===== src/rtl/traffic_light_controller_param.sv =====
// Two-way intersection controller with tick-based phase timing, pedestrian
// walk phase, gap-out with guaranteed minimum green, and flashing night mode.
// Lamp and walk outputs are registered and always reflect the current state.
module traffic_light_controller_param #(
  parameter int CNT_W       = 8,
  parameter int GREEN_T     = 10,
  parameter int MIN_GREEN_T = 4,
  parameter int YELLOW_T    = 3,
  parameter int ALLRED_T    = 2,
  parameter int PED_T       = 5
) (
  input  logic             clk,
  input  logic             rst,
  input  logic             tick,
  input  logic             ns_sensor,
  input  logic             ew_sensor,
  input  logic             ped_req,
  input  logic             flash_mode,
  output logic [2:0]       ns_light,
  output logic [2:0]       ew_light,
  output logic             walk,
  output logic [CNT_W-1:0] cnt,
  output logic [2:0]       state
);

  typedef enum logic [2:0] {
    ST_ALL_RED   = 3'd0,
    ST_NS_GREEN  = 3'd1,
    ST_NS_YELLOW = 3'd2,
    ST_EW_GREEN  = 3'd3,
    ST_EW_YELLOW = 3'd4,
    ST_PED_WALK  = 3'd5,
    ST_FLASH     = 3'd6
  } state_t;

  localparam logic DIR_NS = 1'b0;
  localparam logic DIR_EW = 1'b1;

  localparam logic [2:0] LAMP_RED    = 3'b100;
  localparam logic [2:0] LAMP_YELLOW = 3'b010;
  localparam logic [2:0] LAMP_GREEN  = 3'b001;
  localparam logic [2:0] LAMP_OFF    = 3'b000;

  localparam logic [CNT_W-1:0] GREEN_C  = CNT_W'(GREEN_T);
  localparam logic [CNT_W-1:0] YELLOW_C = CNT_W'(YELLOW_T);
  localparam logic [CNT_W-1:0] ALLRED_C = CNT_W'(ALLRED_T);
  localparam logic [CNT_W-1:0] PED_C    = CNT_W'(PED_T);
  // cnt at or below this value means at least MIN_GREEN_T ticks have elapsed
  localparam logic [CNT_W-1:0] GAP_C    = CNT_W'(GREEN_T - MIN_GREEN_T);
  localparam logic [CNT_W-1:0] ONE_C    = CNT_W'(1);
  localparam logic [CNT_W-1:0] ZERO_C   = CNT_W'(0);

  // Reject illegal timing parameters at elaboration
  if (!(GREEN_T >= 1 && MIN_GREEN_T >= 1 && YELLOW_T >= 1 && ALLRED_T >= 1 &&
        PED_T >= 1 && MIN_GREEN_T <= GREEN_T && CNT_W >= 1 && CNT_W <= 31 &&
        GREEN_T < (1 << CNT_W) && YELLOW_T < (1 << CNT_W) &&
        ALLRED_T < (1 << CNT_W) && PED_T < (1 << CNT_W))) begin : g_bad_params
    $error("traffic_light_controller_param: illegal timing parameters");
  end

  state_t           state_q, state_d;
  logic [CNT_W-1:0] cnt_q, cnt_d;
  logic             next_dir_q, next_dir_d;
  logic             ped_pending_q, ped_pending_d;
  logic             flash_phase_q, flash_phase_d;
  logic [2:0]       ns_light_q, ns_light_d;
  logic [2:0]       ew_light_q, ew_light_d;
  logic             walk_q, walk_d;

  logic exit_s;
  logic gap_ok_s;
  logic enter_ped_s;
  logic illegal_s;

  // Next-state, counter and direction bookkeeping
  always_comb begin
    state_d       = state_q;
    cnt_d         = cnt_q;
    next_dir_d    = next_dir_q;
    flash_phase_d = flash_phase_q;
    enter_ped_s   = 1'b0;
    illegal_s     = 1'b0;
    exit_s        = (cnt_q <= ONE_C);
    gap_ok_s      = (cnt_q <= GAP_C);

    case (state_q)
      ST_ALL_RED: begin
        if (tick) begin
          if (exit_s) begin
            if (flash_mode) begin
              state_d       = ST_FLASH;
              cnt_d         = ZERO_C;
              flash_phase_d = 1'b0;
            end else if (ped_pending_q) begin
              state_d     = ST_PED_WALK;
              cnt_d       = PED_C;
              enter_ped_s = 1'b1;
            end else if (next_dir_q == DIR_NS) begin
              state_d = ST_NS_GREEN;
              cnt_d   = GREEN_C;
            end else begin
              state_d = ST_EW_GREEN;
              cnt_d   = GREEN_C;
            end
          end else begin
            cnt_d = cnt_q - ONE_C;
          end
        end else begin
          cnt_d = cnt_q;
        end
      end
      ST_NS_GREEN: begin
        if (tick) begin
          if (exit_s || (gap_ok_s && ((ew_sensor && !ns_sensor) || ped_pending_q))) begin
            state_d    = ST_NS_YELLOW;
            cnt_d      = YELLOW_C;
            next_dir_d = DIR_EW;
          end else begin
            cnt_d = cnt_q - ONE_C;
          end
        end else begin
          cnt_d = cnt_q;
        end
      end
      ST_EW_GREEN: begin
        if (tick) begin
          if (exit_s || (gap_ok_s && ((ns_sensor && !ew_sensor) || ped_pending_q))) begin
            state_d    = ST_EW_YELLOW;
            cnt_d      = YELLOW_C;
            next_dir_d = DIR_NS;
          end else begin
            cnt_d = cnt_q - ONE_C;
          end
        end else begin
          cnt_d = cnt_q;
        end
      end
      ST_NS_YELLOW, ST_EW_YELLOW, ST_PED_WALK: begin
        if (tick) begin
          if (exit_s) begin
            state_d = ST_ALL_RED;
            cnt_d   = ALLRED_C;
          end else begin
            cnt_d = cnt_q - ONE_C;
          end
        end else begin
          cnt_d = cnt_q;
        end
      end
      ST_FLASH: begin
        if (tick) begin
          flash_phase_d = ~flash_phase_q;
          if (!flash_mode) begin
            state_d    = ST_ALL_RED;
            cnt_d      = ALLRED_C;
            next_dir_d = DIR_NS;
          end else begin
            cnt_d = cnt_q;
          end
        end else begin
          flash_phase_d = flash_phase_q;
        end
      end
      default: begin
        illegal_s     = 1'b1;
        state_d       = ST_ALL_RED;
        cnt_d         = ALLRED_C;
        next_dir_d    = DIR_NS;
        flash_phase_d = 1'b0;
      end
    endcase
  end

  // Pedestrian latch: entry to the walk phase wins over a same-clk request
  always_comb begin
    ped_pending_d = ped_pending_q;
    if (illegal_s || enter_ped_s) begin
      ped_pending_d = 1'b0;
    end else if (ped_req && (state_q != ST_PED_WALK)) begin
      ped_pending_d = 1'b1;
    end else begin
      ped_pending_d = ped_pending_q;
    end
  end

  // Moore lamp decode of the upcoming state, registered alongside it
  always_comb begin
    ns_light_d = LAMP_RED;
    ew_light_d = LAMP_RED;
    walk_d     = 1'b0;
    case (state_d)
      ST_NS_GREEN:  ns_light_d = LAMP_GREEN;
      ST_NS_YELLOW: ns_light_d = LAMP_YELLOW;
      ST_EW_GREEN:  ew_light_d = LAMP_GREEN;
      ST_EW_YELLOW: ew_light_d = LAMP_YELLOW;
      ST_PED_WALK:  walk_d     = 1'b1;
      ST_FLASH: begin
        ns_light_d = flash_phase_d ? LAMP_YELLOW : LAMP_OFF;
        ew_light_d = flash_phase_d ? LAMP_RED    : LAMP_OFF;
      end
      default: begin
        ns_light_d = LAMP_RED;
        ew_light_d = LAMP_RED;
        walk_d     = 1'b0;
      end
    endcase
  end

  // State, counter and output registers with asynchronous reset
  always_ff @(posedge clk or posedge rst) begin
    if (rst) begin
      state_q       <= ST_ALL_RED;
      cnt_q         <= ALLRED_C;
      next_dir_q    <= DIR_NS;
      ped_pending_q <= 1'b0;
      flash_phase_q <= 1'b0;
      ns_light_q    <= LAMP_RED;
      ew_light_q    <= LAMP_RED;
      walk_q        <= 1'b0;
    end else begin
      state_q       <= state_d;
      cnt_q         <= cnt_d;
      next_dir_q    <= next_dir_d;
      ped_pending_q <= ped_pending_d;
      flash_phase_q <= flash_phase_d;
      ns_light_q    <= ns_light_d;
      ew_light_q    <= ew_light_d;
      walk_q        <= walk_d;
    end
  end

  assign ns_light = ns_light_q;
  assign ew_light = ew_light_q;
  assign walk     = walk_q;
  assign cnt      = cnt_q;
  assign state    = state_q;

endmodule

===== config.mk =====
export PLATFORM = sky130hd
export DESIGN_NAME = traffic_light_controller_param
export DESIGN_NICKNAME = d
export VERILOG_FILES = /design/src/rtl/traffic_light_controller_param.sv
export SDC_FILE = /design/constraint.sdc
export NUM_CORES = 1
export LEC_CHECK = 0
export BUFFER_PORTS_ARGS = -buffer_cell sky130_fd_sc_hd__buf_4
export CORE_UTILIZATION = 40
export CTS_BUF_LIST = sky130_fd_sc_hd__clkbuf_8
export DETAILED_ROUTE_END_ITERATION = 8
export GPL_ROUTABILITY_DRIVEN = 0
export HOLD_SLACK_MARGIN = 0.1
export PLACE_DENSITY_LB_ADDON = 0.05
export SLEW_MARGIN = 20
export SYNTH_ARGS = -nofsm -noshare
export SYNTH_HDL_FRONTEND = slang
export SYNTH_SLANG_ARGS = --single-unit
export TNS_END_PERCENT = 50

===== constraint.sdc =====
create_clock -name clk -period 5.3 [get_ports clk]
set_input_delay 1.06 -clock clk [delete_from_list [all_inputs] [get_ports clk]]
set_output_delay 1.06 -clock clk [all_outputs]
set_load 0.01 [all_outputs]

## Word-level counts from Yosys, hierarchy flattened

Cells that the tools add are included.

- $add $sub $neg: 1
- Multipliers: 0
- Div/mod/pow operators: 0
- Magnitude comparators: 2
- Equality and inequality tests: 21
- Shift operators: 0
- Muxes and demuxes: 52
- Bitwise logic cells: 2
- Reduce and logical (&&, ||, !) cells: 20

Operator list:

| operator | count |
|---|---|
| two-way mux 8 bit | 10 |
| one-hot mux 8 bit (5 select lines) | 1 |
| two-way mux 3 bit | 13 |
| two-way mux 1 bit | 19 |
| == test 3 bit, second input constant | 6 |
| one-hot mux 3 bit (3 select lines) | 2 |
| inequality test 2 bit, second input constant | 8 |
| one-hot mux 3 bit (5 select lines) | 1 |
| == test 3 x 2 -> 1 bit, second input constant | 4 |
| less-or-equal comparator 8 x 1 -> 1 bit, second input constant | 1 |
| less-or-equal comparator 8 x 3 -> 1 bit, second input constant | 1 |
| two-way mux 4 bit | 2 |
| subtractor 8 x 1 -> 8 bit, second input constant | 1 |
| AND reduction 7 bit | 1 |
| OR reduction 7 bit | 1 |
| == test 3 x 1 -> 1 bit, second input constant | 2 |
| AND reduction 6 bit | 1 |
| logical AND 1 bit | 5 |
| logical OR 1 bit | 5 |
| OR reduction 5 bit | 1 |
| two-way mux 2 bit | 2 |
| one-hot mux 1 bit (4 select lines) | 1 |
| OR reduction 4 bit | 1 |
| zero test 3 bit | 1 |
| 6 further kinds | 8 |

- Bits in registers: 21
- Latch bits: 0
- Bits in writable memories: 0
- Memory bits (read-only): 0
- Input bits: 7
- Output and inout bits: 18
- Word-level logic and storage cells: 106
- Memories: 0

## Logic depth before layout (Yosys ltp)

Gate-level depths: netlist of the first run.

- Depth in word-level cells: 10
- Depth in mapped cells: 8
- Depth with buffers taken out: 8

## Worst setup path before layout of the first run

Ideal clock, no wire load.

- Kind: input-to-reg
- Start: input port flash_mode
- End: register ew_light_q[1], in the netlist ew_light[1]
- Setup time: 0.120 ns
- Data arrival time: 2.319 ns
- Data required time: 5.180 ns
- Slack: 2.861 ns
- Stages: 5
- Buffers on the path: 0
- Cells stage by stage: or4b_2 -> nor4_1 -> o21ai_0 -> and2_0 -> and3_2

- Cells in the longest elaborated chain, start to end: 6
- Elaborated cells between the ends (all ways): 10
- Those cells by class: eq/ne (3); mux (7)

RTL lines:

| what | RTL line | RTL |
|---|---|---|
| start, declared | 18 | `input logic flash_mode,` |
| two-way mux 3 bit | 90 | `if (flash_mode) begin` |
| two-way mux 3 bit | 89 | `if (exit_s) begin` |
| two-way mux 3 bit | 88 | `if (tick) begin` |
| one-hot mux 3 bit (5 select lines) * | 86 | `case (state_q)` |
| == test 3 bit or == test 3 x 2 -> 1 bit (tied branches) | 191 | `case (state_d)` |
| one-hot mux 3 bit (3 select lines) * | 191 |  |
| net ew_light_d[1] | 67 | `logic [2:0] ew_light_q, ew_light_d;` |
| end signal, assigned | 227 | `ew_light_q <= ew_light_d;` |
| end, declared | 67 |  |

Mark *: on every way through the listed nets, which the timed path passes. The rest lies on a longest branch.
A chain may end at the register's enable or synchronous reset.

## Final worst setup path of the first run

- Start: register cnt_q[1], in the netlist cnt[1]
- End: register ew_light_q[2], in the netlist ew_light[2]

- Cells in the longest elaborated chain, start to end: 8
- Elaborated cells between the ends (all ways): 23
- Those cells by class: order compare (2); eq/ne (3); mux (14); reduce/logical (4)

RTL lines:

| what | RTL line | RTL |
|---|---|---|
| start, declared | 62 | `logic [CNT_W-1:0] cnt_q, cnt_d;` |
| start signal, assigned | 222 | `cnt_q <= cnt_d;` |
| less-or-equal comparator 8 x 3 -> 1 bit | 84 | `gap_ok_s = (cnt_q <= GAP_C);` |
| logical AND 1 bit, on equally long branches | 127, 114 |  |
| logical OR 1 bit, on equally long branches | 127, 114 |  |
| two-way mux 3 bit, on equally long branches | 127, 114 |  |
| two-way mux 3 bit, on equally long branches | 126, 113 |  |
| one-hot mux 3 bit (5 select lines) | 86 |  |
| == test 3 bit or == test 3 x 2 -> 1 bit (tied branches) | 191 |  |
| one-hot mux 3 bit (3 select lines) * | 191 |  |
| net ew_light_d[2] | 67 |  |

Marks and branches as above.

==> impl_results.rst, run 1 <==
.. list-table::
   :header-rows: 1

   * - Metric
     - Value
   * - GRT Total Usage
     - 21.7%
   * - Fillers
     - 372
   * - DP Wirelength
     - 3.19 mm
   * - Sort of element at the start of the critical path
     - flop
   * - CTS Buf Count
     - 3
   * - Clock slew at reported path FFs
     - 0.09 ns
   * - Post-synth top area share
     - 27.7%
   * - Final worst-path cycle share
     - 49.0%
   * - Most common cell type on the critical path
     - sky130_fd_sc_hd__nor2_1
   * - Commonest cells in the synthesized netlist
     - sky130_fd_sc_hd__nand2_1 (24), sky130_fd_sc_hd__dfrtp_1 (18), sky130_fd_sc_hd__o21ai_0 (11), sky130_fd_sc_hd__nor2_1 (10)
   * - Required time at the endpoint of the critical path
     - 5.48 ns
   * - Most area-consuming cells after synthesis
     - sky130_fd_sc_hd__dfrtp_1 (28%), sky130_fd_sc_hd__nand2_1 (5.5%), sky130_fd_sc_hd__dfstp_2 (4.8%), sky130_fd_sc_hd__o21ai_0 (3.4%), sky130_fd_sc_hd__a21oi_1 (2.8%)
   * - Vias
     - 1639
   * - Number of vias per cell
     - 6.35
   * - Total power divided by cell area
     - 488 nW/µm²
   * - Vias in the first global route
     - 1402
   * - Total standard cell area after synthesis
     - 1630 µm²
   * - Area growth, synth to finish
     - 14.1%
   * - Floorplan die area
     - 4320 µm²
   * - Post-cts gate resize count
     - 0
   * - Clock tree sinks
     - 21
   * - Core Footprint
     - 3770 µm²
   * - Initial antenna violation count
     - 0
   * - Area leader, netlist
     - sky130_fd_sc_hd__dfrtp_1
   * - Cells on Worst Hold Path
     - 2
   * - TritonRoute pass-1 iters
     - 5
   * - Antenna-violating nets left
     - 0
   * - Placed Instance Area
     - 1810 µm²
   * - Layout cell share with drive strength beyond 1
     - 22.4%
   * - Syn Nets
     - 204
   * - Number of buffers added on ports
     - 24
   * - Count of antenna diodes in the layout
     - 0
   * - Final WL
     - 4.39 mm
   * - Pin count of the biggest net entering global routing
     - 25
   * - Worst Setup Path Type
     - flop to flop
   * - DR WL/cell
     - 17.0 µm
   * - Clock tree from TritonCTS
     - done
   * - Initial DRC Count
     - 225
   * - Hold/Removal Path Class
     - flop to flop
   * - Static Leakage
     - 0.743 nW
   * - Design Power
     - 0.905 mW
   * - Number of nets at the end of the flow
     - 221
   * - Slew at the pin closest to its max-slew limit
     - 0.986 ns
   * - Post CTS Setup Buffer Count
     - 0
   * - Clock period minus worst slack
     - 2.60 ns
   * - Total DRC errors in the routed layout
     - 0
   * - Syn avg cell area
     - 8.38 µm²
   * - Number of flops mapped to enable cells by yosys
     - 0
   * - Worst IR Drop VDD
     - 222 µV
   * - Crit path capture type
     - flop
   * - Final hold violation count
     - 0
   * - Total negative slack for setup checks
     - 0 ns
   * - Remaining global-route overflow
     - 0
   * - Slowest CP cell
     - sky130_fd_sc_hd__o41ai_1
   * - Dominant register cell in the synthesized netlist
     - sky130_fd_sc_hd__dfrtp_1
   * - Final design instance area without fill
     - 1850 µm²
   * - Hold_buf cts
     - 0
   * - Data arrival time of the critical path
     - 2.77 ns
   * - Post-Route Skew
     - 0.0106 ns
   * - Wire length of the first global-routing pass
     - 7.10 mm
   * - Part of the Yosys area used for sequential elements
     - 32.6%
   * - Setup repair after global routing missed its margin
     - no
   * - Run status
     - finished clean
   * - Clock latency on the worst-skew pair
     - 0.27 ns
   * - I/O Pins
     - 25
   * - Depth of the worst register-to-register path
     - 7
   * - Final-report setup violation count
     - 0
   * - Max Fanout on Critical Path
     - 6
   * - CTS root buf
     - sky130_fd_sc_hd__clkbuf_8
   * - Maximum single-stage delay on the critical path
     - 0.69 ns
   * - Max-slew headroom
     - 33.6%
   * - Post-Syn Instances
     - 194
   * - H-tree levels
     - 1
   * - Fmax
     - 385 MHz
   * - Final Max Slew Viols
     - 0
   * - Height of the chip
     - 65.7 µm
   * - CP Cell Sequence
     - inv_1 > ha_1 > nor2_1 > nor2_1 > o41ai_1 > o31ai_1 > a32oi_1
   * - Horizontal die dimension
     - 65.7 µm
   * - Count of yosys warnings during synthesis
     - 0
   * - Number of max-capacitance violations reported
     - 0
   * - Initial Utilization
     - 43.1%
   * - Post-synth ARST share
     - 100%
   * - Flop and latch count out of synthesis
     - 21
   * - Distinct cell type count of the synthesized netlist
     - 59
   * - Top-count cell post-synth
     - sky130_fd_sc_hd__nand2_1
   * - Clock tree buffer depth
     - 2
   * - Number of cell rows
     - 22
[sequential cells by signal (all words and copies together), names as in the netlist]
register	count
cnt	8
ew_light	3
ns_light	3
state	3
flash_phase_q	1
next_dir_q	1
ped_pending_q	1
walk	1
[cell type report]
cell class	instances	area, µm²	area share, %
well taps	48	60.1	3.24
clock buffers	3	41.3	2.23
inverters	10	37.5	2.02
multi-input cells	151	998	53.8
clock inverters	1	7.51	0.405
repair buffers	24	180	9.72
flip-flops and latches	21	529	28.5
[cells in the final DEF (no fill, tap or decap), types with 2 or more instances in the layout]
cell                        synthesis  layout
sky130_fd_sc_hd__nor2_1            10      10
sky130_fd_sc_hd__clkbuf_8           0       3
sky130_fd_sc_hd__dfstp_2            3       3
sky130_fd_sc_hd__nor2b_1            6       6
sky130_fd_sc_hd__nand2_1           24      24
sky130_fd_sc_hd__or4b_2             2       2
sky130_fd_sc_hd__ha_1               3       3
sky130_fd_sc_hd__nor3b_1            3       3
sky130_fd_sc_hd__o2111ai_1          3       3
sky130_fd_sc_hd__or2_2              2       2
sky130_fd_sc_hd__buf_4              0      24
sky130_fd_sc_hd__o21ai_0           11      11
sky130_fd_sc_hd__o31ai_1            5       5
sky130_fd_sc_hd__o211ai_1           6       6
sky130_fd_sc_hd__dfrtp_1           18      18
sky130_fd_sc_hd__a32oi_1            3       3
sky130_fd_sc_hd__nor4_1             3       3
sky130_fd_sc_hd__o41ai_1            2       2
sky130_fd_sc_hd__nor3_1             5       5
sky130_fd_sc_hd__mux2i_1            3       3
sky130_fd_sc_hd__nand3_1            5       5
sky130_fd_sc_hd__a22o_1             2       2
sky130_fd_sc_hd__and2_1             3       3
sky130_fd_sc_hd__a21oi_1            9       9
sky130_fd_sc_hd__a22oi_1            2       2
sky130_fd_sc_hd__o211a_1            2       2
sky130_fd_sc_hd__a21boi_0           2       2
sky130_fd_sc_hd__inv_1              8       8
sky130_fd_sc_hd__a31oi_1            6       6
sky130_fd_sc_hd__o31a_1             2       2
sky130_fd_sc_hd__a211oi_1           2       2
[worst max-delay path, delay by kind of cell (launching register included)]
kind | cells | cell delay [ns]
compound gates | 3 | 1.09
flops | 1 | 0.58
simple gates | 2 | 0.51
fa+ha+maj | 1 | 0.23
buf+inv | 1 | 0.09
[per-layer routing]
metal	track usage, %	part of all wire [%]	vias to the layer above
met4	8.97	2.2	0
met5	0	0	-
met2	33.2	45	84
met3	2.60	8.3	14
li1	-	-	771
met1	30.6	44	770
[logic make-up after synthesis]
group / share of synthesized area [%]
xor+xnor: 1.08
buf+inv: 6.00
mux: 1.85
simple gates: 26.5
compound gates: 29.7
fa+ha+maj: 2.31
flops: 32.6
[stage by stage]
| stage | util (%) | cells | setup slack (ns) | hold slack (ns) |
|---|---|---|---|---|
| after floorplan | - | 194 | 2.86 | 0.536 |
| after global routing | 49.2 | 258 | 2.41 | 0.605 |
| after CTS | 49.2 | 258 | 2.76 | 0.576 |
| after detailed placement | 47.9 | 254 | 2.57 | 0.561 |
| final | 49.2 | 258 | 2.70 | 0.579 |
| after global placement | 47.9 | 254 | 2.61 | 0.557 |
[power by group]
part	switching (mW)	internal, mW
Sequential	0.0836	0.216
Combinational	0.278	0.214
Clock	0.0605	0.0532
Total	0.422	0.483
[final timing paths]
check                                  startpoint                      to  slack, ns
hold / removal             next_dir_q$_DFFE_PP0P_  next_dir_q$_DFFE_PP0P_       0.58
min in group asynchronous                     rst   ns_light[1]$_DFF_PP0_       0.94
hold reg to reg            next_dir_q$_DFFE_PP0P_  next_dir_q$_DFFE_PP0P_       0.58
setup reg to reg               cnt[1]$_DFFE_PP1P_   ew_light[2]$_DFF_PP1_       2.70
setup / recovery               cnt[1]$_DFFE_PP1P_   ew_light[2]$_DFF_PP1_       2.70
max in group asynchronous                     rst   ew_light[1]$_DFF_PP0_       3.85
Power figures use the tool's default switching activity.
==> run 2: changes to the inputs <==
==> constraint.sdc (replaced) <==
create_clock -name clk -period 2.7 [get_ports clk]
set_input_delay 0.54 -clock clk [delete_from_list [all_inputs] [get_ports clk]]
set_output_delay 0.54 -clock clk [all_outputs]
set_load 0.01 [all_outputs]
==> run 2 against run 1 <==
Setup slack lost 2.4 ns. Non-clock buffer count is 7 higher. First-iteration DRC count shrank 35%. Clock-buffer cell count is the same. Critical path depth grew 2. Via count increased by 0.73%. Wire length grew 5.8%. Combinational power up 110%. Final cell count is 2.7% higher. Critical endpoint is now ns_light[1]$_DFF_PP0_.
==> impl_results.rst, run 2 (synthesized netlist as in run 1, its figures left out) <==
.. list-table::
   :header-rows: 1

   * - Metric
     - Value
   * - Final worst-path cycle share
     - 88.1% (+39 points)
   * - Max reg flops
     - 8 (unchanged)
   * - Total power divided by cell area
     - 952 nW/µm² (+95%)
   * - Initial Utilization
     - 43.1% (unchanged)
   * - Hold_buf cts
     - 0 (unchanged)
   * - Antenna-violating nets left
     - 0 (unchanged)
   * - I/O Pins
     - 25 (unchanged)
   * - Endpoint of the most critical register-to-register path
     - ns_light[1]$_DFF_PP0_
   * - Worst IR Drop VDD
     - 397 µV (+79%)
   * - Final hold violation count
     - 0 (unchanged)
   * - Count of antenna diodes in the layout
     - 0 (unchanged)
   * - Run status
     - finished clean
   * - Data arrival time of the critical path
     - 2.58 ns (-0.19 ns)
   * - Number of max-capacitance violations reported
     - 0 (unchanged)
   * - Static Leakage
     - 0.780 nW (+4.9%)
   * - GRT Total Usage
     - 23.8% (+2.1 points)
   * - CP delay by family, top
     - compound AO/OA/AOI/OAI gates
   * - Core Footprint
     - 3770 µm² (unchanged)
   * - Max-slew headroom
     - 39.2% (+5.5 points)
   * - Clock tree buffer depth
     - 2 (unchanged)
   * - Height of the chip
     - 65.7 µm (unchanged)
   * - CTS root buf
     - sky130_fd_sc_hd__clkbuf_8
   * - Slew at the pin closest to its max-slew limit
     - 0.913 ns (-0.0737 ns)
   * - Maximum single-stage delay on the critical path
     - 0.58 ns (-0.11 ns)
   * - Fmax
     - 420 MHz (+9.1%)
   * - Crit path capture type
     - flop
   * - Sequential share of power
     - 31.4% (-1.7 points)
   * - Launching instance or port of the critical path
     - cnt[1]$_DFFE_PP1P_
   * - Post CTS Setup Buffer Count
     - 0 (unchanged)
   * - Initial antenna violation count
     - 0 (unchanged)
   * - Required time at the endpoint of the critical path
     - 2.90 ns (-2.58 ns)
   * - Clock tree sinks
     - 21 (unchanged)
   * - Pin count of the biggest net entering global routing
     - 22 (-12%)
   * - Clock latency on the worst-skew pair
     - 0.26 ns (about the same)
   * - Floorplan die area
     - 4320 µm² (unchanged)
   * - Number of nets at the end of the flow
     - 228 (+3.2%)
   * - Final WL
     - 4.64 mm (+5.8%)
   * - R2r setup slk
     - 0.32 ns (-2.38 ns)
   * - CTS Buf Count
     - 3 (unchanged)
   * - Remaining global-route overflow
     - 0 (unchanged)
   * - Final Max Slew Viols
     - 0 (unchanged)
   * - Total negative slack for setup checks
     - 0 ns (unchanged)
   * - Total net switching power
     - 0.837 mW (+98%)
   * - Wire length of the first global-routing pass
     - 7.71 mm (+8.6%)
   * - Area growth, synth to finish
     - 17.2%
   * - Vias
     - 1651 (+0.73%)
   * - Slowest CP cell
     - sky130_fd_sc_hd__dfstp_2
   * - Initial DRC Count
     - 146 (-35%)
   * - Cell Int Power
     - 0.977 mW (+100%)
   * - DR WL/cell
     - 17.5 µm (+3.0%)
   * - Post-cts gate resize count
     - 0 (unchanged)
   * - Net Sw Frac
     - 46.1% (-0.48 points)
   * - H-tree levels
     - 1 (unchanged)
   * - Buffers and inverters on the worst path
     - 3 (+2)
   * - Number of cell rows
     - 22 (unchanged)
   * - TritonRoute pass-1 iters
     - 4 (-1)
   * - Depth of the worst register-to-register path
     - 9 (+2)
   * - Post-Route Skew
     - 0.00212 ns (-0.00849 ns)
   * - Max Fanout on Critical Path
     - 6 (unchanged)
   * - Minimum hold slack
     - 0.434 ns (-0.145 ns)
   * - Setup repair after global routing missed its margin
     - no
   * - Clock slew at reported path FFs
     - 0.08 ns (about the same)
   * - Hold/Removal Path Class
     - input port to asynchronous set/reset pin
   * - Reg2reg start
     - cnt[1]$_DFFE_PP1P_
   * - Most used cells in the layout excluding fill and tap cells
     - sky130_fd_sc_hd__buf_4 (31), sky130_fd_sc_hd__nand2_1 (24), sky130_fd_sc_hd__dfrtp_1 (18), sky130_fd_sc_hd__o21ai_0 (11), sky130_fd_sc_hd__nor2_1 (10)
   * - CP Cell Sequence
     - inv_1 > ha_1 > nor2_1 > nor2_1 > o41ai_1 > buf_4 > nor3_4 > inv_2 > o311a_2
   * - Final-report setup violation count
     - 0 (unchanged)
   * - Worst Setup Path Type
     - flop to flop
   * - Sort of element at the start of the critical path
     - flop
   * - Part of the power in combinational logic
     - 56.8% (+2.5 points)
   * - Most common cell type on the critical path
     - sky130_fd_sc_hd__nor2_1
   * - Number of vias per cell
     - 6.23 (-1.9%)
   * - Clock power share
     - 11.8% (-0.8 points)
   * - Clock period minus worst slack
     - 2.38 ns (-0.217 ns)
   * - Clock tree from TritonCTS
     - done
   * - Horizontal die dimension
     - 65.7 µm (unchanged)
   * - Vias in the first global route
     - 1607 (+15%)
   * - DP Wirelength
     - 3.44 mm (+7.9%)
   * - Total DRC errors in the routed layout
     - 0 (unchanged)
   * - Most common cell after layout, fill and taps aside
     - sky130_fd_sc_hd__buf_4
   * - Number of buffers added on ports
     - 24 (unchanged)
   * - Layout cell share with drive strength beyond 1
     - 24.9% (+2.5 points)
-- run 2: how the worst max path moves through the flow --
stage | endpoint | slack [ns] | cells past startpoint
3_3_place_gp | ns_light[0]$_DFF_PP0_ | 0.39 | 5
4_1_cts | ns_light[1]$_DFF_PP0_ | 0.31 | 6
6_report | ns_light[1]$_DFF_PP0_ | 0.32 | 9
2_1_floorplan | ew_light[1]$_DFF_PP0_ | 0.44 | 7
5_1_grt | ns_light[0]$_DFF_PP0_ | 0.16 | 5
3_5_place_dp | ns_light[1]$_DFF_PP0_ | 0.33 | 6
-- run 2: routing by layer --
metal  GRT usage [%]  part of all wire (%)  up-vias
met5               0                     0        -
met3            2.26                   8.3        6
met4            9.24                   1.3        0
met1            30.9                    41      783
li1                -                     -      782
met2            40.2                    49       80
-- run 2: power groups by stage --
stage	sequential [mW]	clock (mW)	combinational (mW)
floorplan	0.555	0	0.695
global placement	0.569	0	1.00
detailed placement	0.575	0	1.02
CTS	0.570	0.223	1.03
global route	0.590	0.230	1.14
finish	0.569	0.214	1.03
-- run 2: worst reg2reg max path, stage by stage (launching register included) --
cell                      delay [ns]
sky130_fd_sc_hd__dfstp_2        0.58
sky130_fd_sc_hd__inv_1          0.09
sky130_fd_sc_hd__ha_1           0.24
sky130_fd_sc_hd__nor2_1         0.35
sky130_fd_sc_hd__nor2_1         0.14
sky130_fd_sc_hd__o41ai_1        0.40
sky130_fd_sc_hd__buf_4          0.20
sky130_fd_sc_hd__nor3_4         0.05
sky130_fd_sc_hd__inv_2          0.09
sky130_fd_sc_hd__o311a_2        0.18
-- run 2: through the flow --
step | std cells | setup WS, ns | util [%] | area (µm²) | power [mW]
after global placement | 261 | 0.392 | 49.3 | 1860 | 1.57
final | 265 | 0.321 | 50.5 | 1900 | 1.81
after global routing | 265 | 0.160 | 50.5 | 1900 | 1.96
after CTS | 265 | 0.312 | 50.5 | 1900 | 1.82
after floorplan | 194 | 0.442 | - | 1630 | 1.25
after detailed placement | 261 | 0.328 | 49.3 | 1860 | 1.59
-- run 2: layout make-up --
cell class	count	area, µm²
clock buffers	3	41.3
clock inverters	1	5.00
fillers	367	1870
inverters	10	37.5
multi-input cells	151	998
flip-flops and latches	21	529
well taps	48	60.1
repair buffers	31	233
